`src/rtl/lcd_spi_rx.sv`:
```
// lcd_spi_rx: receive side of the 4-wire LCD SPI link. Rebuilds {dc,byte}
// words from CS/DC/SCLK/MOSI and decodes the CASET/RASET/RAMWR/SWRESET subset
// into RGB565 pixel writes with x/y coordinates.
`timescale 1ns/1ps
module lcd_spi_rx #(
    parameter int WIDTH  = 240,
    parameter int HEIGHT = 320
) (
    input  logic        sys_clk_50MHz,
    input  logic        sys_rst_n,
    input  logic        spi_cs,
    input  logic        spi_dc,
    input  logic        spi_sclk,
    input  logic        spi_mosi,
    output logic        byte_valid,
    output logic [8:0]  byte_data,
    output logic        cmd_valid,
    output logic [7:0]  cmd_code,
    output logic        pixel_valid,
    output logic [15:0] pixel_data,
    output logic [8:0]  pixel_x,
    output logic [8:0]  pixel_y,
    output logic        frame_err
);

    localparam logic [1:0] ST_IDLE  = 2'd0;
    localparam logic [1:0] ST_CASET = 2'd1;
    localparam logic [1:0] ST_RASET = 2'd2;
    localparam logic [1:0] ST_RAMWR = 2'd3;

    localparam logic [8:0] XE_RST = 9'(WIDTH - 1);
    localparam logic [8:0] YE_RST = 9'(HEIGHT - 1);

    logic cs_meta_q, cs_sync_q, cs_prev_q;
    logic dc_meta_q, dc_sync_q;
    logic sclk_meta_q, sclk_sync_q, sclk_prev_q;
    logic mosi_meta_q, mosi_sync_q;
    logic sclk_rise, cs_rise;

    logic [2:0] bit_cnt_q, bit_cnt_d;
    logic [6:0] shift_q, shift_d;
    logic       byte_valid_q, byte_valid_d;
    logic [8:0] byte_data_q, byte_data_d;
    logic       frame_err_q, frame_err_d;

    logic [1:0]  state_q, state_d;
    logic [1:0]  param_cnt_q, param_cnt_d;
    logic        sh_start_hi_q, sh_start_hi_d;
    logic [7:0]  sh_start_lo_q, sh_start_lo_d;
    logic        sh_end_hi_q, sh_end_hi_d;
    logic [8:0]  xs_q, xs_d, xe_q, xe_d, ys_q, ys_d, ye_q, ye_d;
    logic [8:0]  x_q, x_d, y_q, y_d;
    logic        phase_q, phase_d;
    logic [7:0]  hi_q, hi_d;
    logic        cmd_valid_q, cmd_valid_d;
    logic [7:0]  cmd_code_q, cmd_code_d;
    logic        pixel_valid_q, pixel_valid_d;
    logic [15:0] pixel_data_q, pixel_data_d;
    logic [8:0]  pixel_x_q, pixel_x_d, pixel_y_q, pixel_y_d;

    // Two-flop synchronizers for all SPI pins; a third flop on CS and SCLK gives edge detection
    always_ff @(posedge sys_clk_50MHz or negedge sys_rst_n) begin
        if (!sys_rst_n) begin
            cs_meta_q   <= 1'b1;
            cs_sync_q   <= 1'b1;
            cs_prev_q   <= 1'b1;
            dc_meta_q   <= 1'b0;
            dc_sync_q   <= 1'b0;
            sclk_meta_q <= 1'b0;
            sclk_sync_q <= 1'b0;
            sclk_prev_q <= 1'b0;
            mosi_meta_q <= 1'b0;
            mosi_sync_q <= 1'b0;
        end else begin
            cs_meta_q   <= spi_cs;
            cs_sync_q   <= cs_meta_q;
            cs_prev_q   <= cs_sync_q;
            dc_meta_q   <= spi_dc;
            dc_sync_q   <= dc_meta_q;
            sclk_meta_q <= spi_sclk;
            sclk_sync_q <= sclk_meta_q;
            sclk_prev_q <= sclk_sync_q;
            mosi_meta_q <= spi_mosi;
            mosi_sync_q <= mosi_meta_q;
        end
    end

    assign sclk_rise = sclk_sync_q & ~sclk_prev_q;
    assign cs_rise   = cs_sync_q & ~cs_prev_q;

    // Bit assembly: shift MSB first on each SCLK rise while selected; CS high drops a partial byte
    always_comb begin
        bit_cnt_d    = bit_cnt_q;
        shift_d      = shift_q;
        byte_valid_d = 1'b0;
        byte_data_d  = byte_data_q;
        frame_err_d  = 1'b0;
        if (cs_sync_q) begin
            bit_cnt_d   = 3'd0;
            frame_err_d = cs_rise && (bit_cnt_q != 3'd0);
        end else if (sclk_rise) begin
            shift_d = {shift_q[5:0], mosi_sync_q};
            if (bit_cnt_q == 3'd7) begin
                bit_cnt_d    = 3'd0;
                byte_valid_d = 1'b1;
                byte_data_d  = {dc_sync_q, shift_q, mosi_sync_q};
            end else begin
                bit_cnt_d = bit_cnt_q + 3'd1;
            end
        end
    end

    // Command decoder: commands always abort; parameters fill the window; RAMWR pairs bytes into pixels
    always_comb begin
        state_d       = state_q;
        param_cnt_d   = param_cnt_q;
        sh_start_hi_d = sh_start_hi_q;
        sh_start_lo_d = sh_start_lo_q;
        sh_end_hi_d   = sh_end_hi_q;
        xs_d          = xs_q;
        xe_d          = xe_q;
        ys_d          = ys_q;
        ye_d          = ye_q;
        x_d           = x_q;
        y_d           = y_q;
        phase_d       = phase_q;
        hi_d          = hi_q;
        cmd_valid_d   = 1'b0;
        cmd_code_d    = cmd_code_q;
        pixel_valid_d = 1'b0;
        pixel_data_d  = pixel_data_q;
        pixel_x_d     = pixel_x_q;
        pixel_y_d     = pixel_y_q;
        if (cs_sync_q) begin
            phase_d = 1'b0;
        end
        if (byte_valid_q) begin
            if (!byte_data_q[8]) begin
                cmd_valid_d = 1'b1;
                cmd_code_d  = byte_data_q[7:0];
                param_cnt_d = 2'd0;
                phase_d     = 1'b0;
                case (byte_data_q[7:0])
                    8'h2A: state_d = ST_CASET;
                    8'h2B: state_d = ST_RASET;
                    8'h2C: begin
                        state_d = ST_RAMWR;
                        x_d     = xs_q;
                        y_d     = ys_q;
                    end
                    8'h01: begin
                        state_d = ST_IDLE;
                        xs_d    = 9'd0;
                        xe_d    = XE_RST;
                        ys_d    = 9'd0;
                        ye_d    = YE_RST;
                    end
                    default: state_d = ST_IDLE;
                endcase
            end else begin
                case (state_q)
                    ST_CASET, ST_RASET: begin
                        param_cnt_d = param_cnt_q + 2'd1;
                        case (param_cnt_q)
                            2'd0: sh_start_hi_d = byte_data_q[0];
                            2'd1: sh_start_lo_d = byte_data_q[7:0];
                            2'd2: sh_end_hi_d   = byte_data_q[0];
                            default: begin
                                state_d = ST_IDLE;
                                if (state_q == ST_CASET) begin
                                    xs_d = {sh_start_hi_q, sh_start_lo_q};
                                    xe_d = {sh_end_hi_q, byte_data_q[7:0]};
                                end else begin
                                    ys_d = {sh_start_hi_q, sh_start_lo_q};
                                    ye_d = {sh_end_hi_q, byte_data_q[7:0]};
                                end
                            end
                        endcase
                    end
                    ST_RAMWR: begin
                        if (!phase_q) begin
                            hi_d    = byte_data_q[7:0];
                            phase_d = 1'b1;
                        end else begin
                            phase_d       = 1'b0;
                            pixel_valid_d = 1'b1;
                            pixel_data_d  = {hi_q, byte_data_q[7:0]};
                            pixel_x_d     = x_q;
                            pixel_y_d     = y_q;
                            if (x_q >= xe_q) begin
                                x_d = xs_q;
                                y_d = (y_q >= ye_q) ? ys_q : y_q + 9'd1;
                            end else begin
                                x_d = x_q + 9'd1;
                            end
                        end
                    end
                    default: ;
                endcase
            end
        end
    end

    // State registers for both the byte assembler and the decoder
    always_ff @(posedge sys_clk_50MHz or negedge sys_rst_n) begin
        if (!sys_rst_n) begin
            bit_cnt_q     <= 3'd0;
            shift_q       <= 7'd0;
            byte_valid_q  <= 1'b0;
            byte_data_q   <= 9'd0;
            frame_err_q   <= 1'b0;
            state_q       <= ST_IDLE;
            param_cnt_q   <= 2'd0;
            sh_start_hi_q <= 1'b0;
            sh_start_lo_q <= 8'd0;
            sh_end_hi_q   <= 1'b0;
            xs_q          <= 9'd0;
            xe_q          <= XE_RST;
            ys_q          <= 9'd0;
            ye_q          <= YE_RST;
            x_q           <= 9'd0;
            y_q           <= 9'd0;
            phase_q       <= 1'b0;
            hi_q          <= 8'd0;
            cmd_valid_q   <= 1'b0;
            cmd_code_q    <= 8'd0;
            pixel_valid_q <= 1'b0;
            pixel_data_q  <= 16'd0;
            pixel_x_q     <= 9'd0;
            pixel_y_q     <= 9'd0;
        end else begin
            bit_cnt_q     <= bit_cnt_d;
            shift_q       <= shift_d;
            byte_valid_q  <= byte_valid_d;
            byte_data_q   <= byte_data_d;
            frame_err_q   <= frame_err_d;
            state_q       <= state_d;
            param_cnt_q   <= param_cnt_d;
            sh_start_hi_q <= sh_start_hi_d;
            sh_start_lo_q <= sh_start_lo_d;
            sh_end_hi_q   <= sh_end_hi_d;
            xs_q          <= xs_d;
            xe_q          <= xe_d;
            ys_q          <= ys_d;
            ye_q          <= ye_d;
            x_q           <= x_d;
            y_q           <= y_d;
            phase_q       <= phase_d;
            hi_q          <= hi_d;
            cmd_valid_q   <= cmd_valid_d;
            cmd_code_q    <= cmd_code_d;
            pixel_valid_q <= pixel_valid_d;
            pixel_data_q  <= pixel_data_d;
            pixel_x_q     <= pixel_x_d;
            pixel_y_q     <= pixel_y_d;
        end
    end

    assign byte_valid  = byte_valid_q;
    assign byte_data   = byte_data_q;
    assign cmd_valid   = cmd_valid_q;
    assign cmd_code    = cmd_code_q;
    assign pixel_valid = pixel_valid_q;
    assign pixel_data  = pixel_data_q;
    assign pixel_x     = pixel_x_q;
    assign pixel_y     = pixel_y_q;
    assign frame_err   = frame_err_q;

endmodule

```
`config.mk`:
```
export PLATFORM = sky130hd
export DESIGN_NAME = lcd_spi_rx
export DESIGN_NICKNAME = d
export VERILOG_FILES = /design/src/rtl/lcd_spi_rx.sv
export SDC_FILE = /design/constraint.sdc
export NUM_CORES = 1
export LEC_CHECK = 0
export BUFFER_PORTS_ARGS = -buffer_cell sky130_fd_sc_hd__buf_4
export CORE_UTILIZATION = 60
export CTS_CLUSTER_DIAMETER = 60
export DETAILED_ROUTE_END_ITERATION = 10
export PLACE_DENSITY = 0.86
export SKIP_CTS_REPAIR_TIMING = 1
export SLEW_MARGIN = 20
export SYNTH_ARGS = -nofsm -noshare
export SYNTH_HDL_FRONTEND = slang
export SYNTH_SLANG_ARGS = --single-unit
```
`constraint.sdc`:
```
create_clock -name sys_clk_50MHz -period 6.2 [get_ports sys_clk_50MHz]
set_input_delay 0 -clock sys_clk_50MHz [delete_from_list [all_inputs] [get_ports sys_clk_50MHz]]
set_output_delay 0 -clock sys_clk_50MHz [all_outputs]
set_load 0.02 [all_outputs]
```
Word-level counts from Yosys, hierarchy flattened
Index checks and enable logic that the tools add are counted.
{"block": "word_totals", "register_bits": 152, "out_inout_bits": 55, "input_bits": 6, "word_cells": 140}
{"block": "op_classes", "addsub": 4, "n_reduce_logical": 22, "eq_ne": 17, "order_cmp": 2, "bitwise": 7, "muxes": 54}
{"cell": "two-way mux 9 bit", "count": 30}
{"cell": "== test 8 x 6 -> 1 bit, second input constant", "count": 3}
{"cell": "AND reduction 4 bit", "count": 6}
{"cell": "adder 9 x 1 -> 9 bit, second input constant", "count": 2}
{"cell": "greater-or-equal comparator 9 bit", "count": 2}
{"cell": "two-way mux 1 bit", "count": 15}
{"cell": "AND reduction 5 bit", "count": 3}
{"cell": "two-way mux 2 bit", "count": 5}
{"cell": "!= test 2 x 1 -> 1 bit, second input constant", "count": 5}
{"cell": "two-way mux 3 bit", "count": 3}
{"cell": "== test 8 x 1 -> 1 bit, second input constant", "count": 1}
{"cell": "== test 2 bit, second input constant", "count": 3}
{"cell": "case mux 2 bit (3 select lines)", "count": 1}
{"cell": "AND reduction 2 bit", "count": 3}
{"cell": "AND reduction 3 bit", "count": 2}
{"cell": "nonzero test 2 bit", "count": 3}
{"cell": "inverter 1 bit", "count": 5}
{"cell": "== test 2 x 1 -> 1 bit, second input constant", "count": 2}
{"cell": "!= test 2 bit, second input constant", "count": 2}
{"cell": "adder 3 x 1 -> 3 bit, second input constant", "count": 1}
{"cell": "== test 3 bit, second input constant", "count": 1}
{"cell": "nonzero test 3 bit", "count": 1}
{"cell": "OR reduction 3 bit", "count": 1}
{"cell": "adder 2 x 1 -> 2 bit, second input constant", "count": 1}
{"cell": "other kinds (4)", "count": 5}

Logic depth before layout (Yosys ltp)
{"block": "depth", "depth_word": 6, "ltp_mapped": 10, "depth_no_buf": 8}

Worst setup path after synthesis
Ideal clock, no wire load.
{"block": "synth_timing", "kind": "flip-flop to flip-flop", "from": "register xe_q[6]", "to": "register x_q[8]", "path_slack_ns": 3.754, "n_path_buf": 1, "t_arrival_ns": 2.325, "synth_period_minus_slack_ns": 2.446, "t_required_ns": 6.079, "setup_ns": 0.121, "path_stages_with_launch": 10, "path_cell_list": "dfstp_2 -> inv_1 -> ha_1 -> a211oi_2 -> nor2_1 -> or3_1 -> buf_6 -> nor2_2 -> mux2_2 -> o22a_1"}
{"block": "synth_between", "elab_chain_cells": 5}
{"element": "start, declared", "line": "51", "text": "logic [8:0] xs_q, xs_d, xe_q, xe_d, ys_q, ys_d, ye_q, ye_d;"}
{"element": "start signal, assigned", "line": "218", "text": "xe_q <= XE_RST;"}
{"element": "start signal, assigned", "line": "243", "text": "xe_q <= xe_d;"}
{"element": "greater-or-equal comparator 9 bit", "line": "190", "text": "if (x_q >= xe_q) begin"}
{"element": "two-way mux 9 bit", "line": "190"}
{"element": "two-way mux 9 bit", "line": "181", "text": "if (!phase_q) begin"}
{"element": "two-way mux 9 bit", "line": "161", "text": "case (state_q)"}
{"element": "two-way mux 9 bit", "line": "138", "text": "if (!byte_data_q[8]) begin"}
{"element": "end signal, assigned", "line": "221", "text": "x_q <= 9'd0;"}
{"element": "end signal, assigned", "line": "246", "text": "x_q <= x_d;"}
{"element": "end, declared", "line": "52", "text": "logic [8:0] x_q, x_d, y_q, y_d;"}
Every way passes these cells. The select of a mux whose other input is x is not followed.
A chain may end at the register's enable or synchronous reset.

Worst setup path after layout
{"block": "layout_timing", "from": "register state_q[0]", "to": "register y_q[7]"}
{"block": "layout_between", "elab_chain_cells": 3}
{"element": "start, declared", "line": "46", "text": "logic [1:0] state_q, state_d;"}
{"element": "start signal, assigned", "line": "237", "text": "state_q <= state_d;"}
{"element": "== test 2 bit", "line": "161"}
{"element": "!= test 2 x 1 -> 1 bit (no source line)"}
{"element": "AND reduction 5 bit (no source line)"}
{"element": "end signal, assigned", "line": "247", "text": "y_q <= y_d;"}
{"element": "end, declared", "line": "52"}
Every way passes these cells.

==> flow_metrics.tcl <==
set metrics [dict create \
    diodes 0 \
    synth_top_family_by_area "simple AND/OR/NAND/NOR gates" \
    rows 38 \
    firstDrtPassIters 5 \
    die-area_um2 11500 \
    syn_area_um2 6650 \
    max_cap_violations 0 \
    postPlaceCellArea_um2 7180 \
    syn_nets 654 \
    rsz0062_at_grt "false" \
    crit_chain "ha_1, nand4_1, buf_4, o21ai_1, o21a_1, o21ai_0, a22oi_1" \
    synth_edf_count 0 \
    drc_errors 0 \
    overflow 0 \
    io_pins 61 \
    end_kind "register" \
    min_path_type "input port to async pin" \
    worstPathRequired_ps 6640 \
    yosysUniqueCellTypes 52 \
    rr_worst_depth 7 \
    status "complete, no violations" \
    final_max_slew_viol_count 0 \
    drt.antenna.violating_nets 0 \
    fmax_mhz 295 \
    relSlewSlack 0.318 \
    timing.rr.start "state_q[0]" \
    grt_max_degree 94 \
    vias 4871 \
    post-route-min-period_ps 3390 \
    cts_root_buffer "clkbuf_8" \
    layout_common_cells "dfrtp_1, nand2_1, buf_4, inv_1, o21ai_0" \
    tns_ps 0 \
    path_class "register to register" \
    cts_max_level 4 \
    crit_start "state_q[0]" \
    fin_skew_ps 9.74 \
    antenna_found_initial 0 \
    areaGrowthSynthToFinish_pct 16.8 \
    synthTopCellsByArea "dfrtp_1, nand2_1, dfstp_2, mux2_2, ha_1" \
    gp_congestion 0.839 \
    muxShareOfSynthArea 0.0773 \
    via_per_inst 5.83 \
    seq_area_frac_synth 0.575 \
    reg2reg_to "y_q[7]" \
    grt_pass1_vias 4776 \
    design_area_um2 7770 \
    clk_pin_slew_ps 60 \
    clkSinkCount 152 \
    synth_xor_area_frac 0.00132 \
    p_per_area_nw_per_um2 260 \
    yosysTopAreaCell "dfrtp_1" \
    initial_utilization 0.613 \
    grt_usage 0.285 \
    crit_slowest_cell "nand4_1" \
    avgSynthCellArea_um2 10.7 \
    setup_viol 0 \
    critical_path.endpoint "y_q[7]" \
    async_reset_ff_frac 1.00 \
    regArea_um2 3820 \
    irDropWorstVdd_uv 210 \
    synthAdderAreaFrac 0.0546 \
    multi_input_area_um2 2550 \
    worstSkewPairLatency_ps 530 \
    clockBufferDepth 2 \
    worstSetupStartpointType "register" \
    drive_gt1_frac 0.229 \
    cellLeakagePower_nw 3.89 \
    yosys.area_share.simple 0.135 \
    crit_path_max_incr_delay_ps 780 \
    synth-seq-cells 152 \
    cp_max_fo 29 \
    ff2ff_setup_slack_ps 2810 \
    wl_um 15100 \
    synth_top_area_frac 0.508 \
    final_common_cell "dfrtp_1" \
    synth_flop_cell "dfrtp_1" \
    cts_tree "yes" \
    wl_per_cell_um 18.1 \
    dp_hpwl_um 10100 \
    nets 717 \
    arrival_ps 3830 \
    hold_viol 0 \
    core_region_area_um2 10800 \
    die_h_um 107 \
    worstMarginPinSlew_ps 1020 \
    fillerInstances 777 \
    period_share 0.546 \
    synthCells 619 \
    grt_pass1_wl_um 24400 \
    drtIter0Drc 310 \
    die_w_um 107 \
    synth-compound-area-share 0.114 \
    synth_warnings 0 \
    cts_buffers 17 \
    io_buffers 60 \
]
-- metrics by stage --
step / hold slack [ps] / std cells / power [mW] / setup slack, ps / utilization
floorplan: -296 / 619 / 1.06 / 3750 / -
global placement: 109 / 798 / 1.09 / 3080 / 0.662
detailed placement: 109 / 798 / 1.10 / 2940 / 0.662
CTS: -442 / 830 / 2.03 / 2850 / 0.712
global route: 100 / 835 / 2.08 / 2540 / 0.717
finish: 119 / 835 / 2.02 / 2810 / 0.717
-- per-layer routing --
layer / vias up / part of all wire / global-route usage
li1: 2249 / - / -
met1: 2429 / 0.43 / 0.365
met2: 160 / 0.50 / 0.465
met3: 33 / 0.054 / 0.0678
met4: 0 / 0.022 / 0.126
met5: - / 0 / 0
-- kinds of logic after synthesis --
group                      count (synthesis)
xor gates and xnor gates                   1
muxes                                     47
and+or+nand+nor                          208
buffers and inverters                     65
AOI/OAI and AO/OA                        117
DFF                                      152
adders and majority gates                 29
-- worst min-delay path by stage --
stage,from,end,slack (ps),cells after the start
detailed placement,spi_cs,cs_meta_q,110,1
finish,sys_rst_n,y_q[5],120,2
global route,spi_mosi,mosi_meta_q,100,2
CTS,spi_cs,cs_meta_q,-440,1
global placement,spi_cs,cs_meta_q,110,1
floorplan,sys_rst_n,bit_cnt_q[0],-300,0
-- cells in the mapped netlist (all sizes together), types with 11 or more instances --
| master | instances |
|---|---|
| a21oi | 26 |
| a22o | 20 |
| buf | 13 |
| clkbuf | 11 |
| dfrtp | 135 |
| dfstp | 17 |
| ha | 29 |
| inv | 41 |
| mux2 | 35 |
| mux2i | 12 |
| nand2 | 130 |
| nor2 | 35 |
| o21ai | 40 |
-- area by class of cell --
class	count	share of cell area
Clock buffer	19	0.0556
Clock inverter	13	0.0135
Inverter	41	0.0201
Multi-Input combinational cell	402	0.328
Sequential cell	152	0.492
Tap cell	140	0.0226
Timing Repair Buffer	68	0.0678
-- worst max-delay path: cells and delay by family (launching register included) --
family                   cells  cell delay, ps
AND/OR/NAND/NOR              1             780
adder cells (fa/ha/maj)      1             200
flip-flops                   1             390
buffers and inverters        1             550
AO/OA/AOI/OAI                4            1370
-- power breakdown --
part,total (mW),internal [mW],switching (mW)
Clock,0.939,0.539,0.401
Sequential,1.03,1.02,0.0164
Combinational,0.0498,0.0211,0.0286
Total,2.02,1.58,0.446
-- flip-flops by register name, indices dropped and copies added, names as in the netlist, 9 cells and up --
name        cells
x_q             9
byte_data       9
ye_q            9
y_q             9
xs_q            9
pixel_x         9
pixel_y         9
xe_q            9
ys_q            9
pixel_data     16
Note: power is estimated with default switching activity, not from simulation.
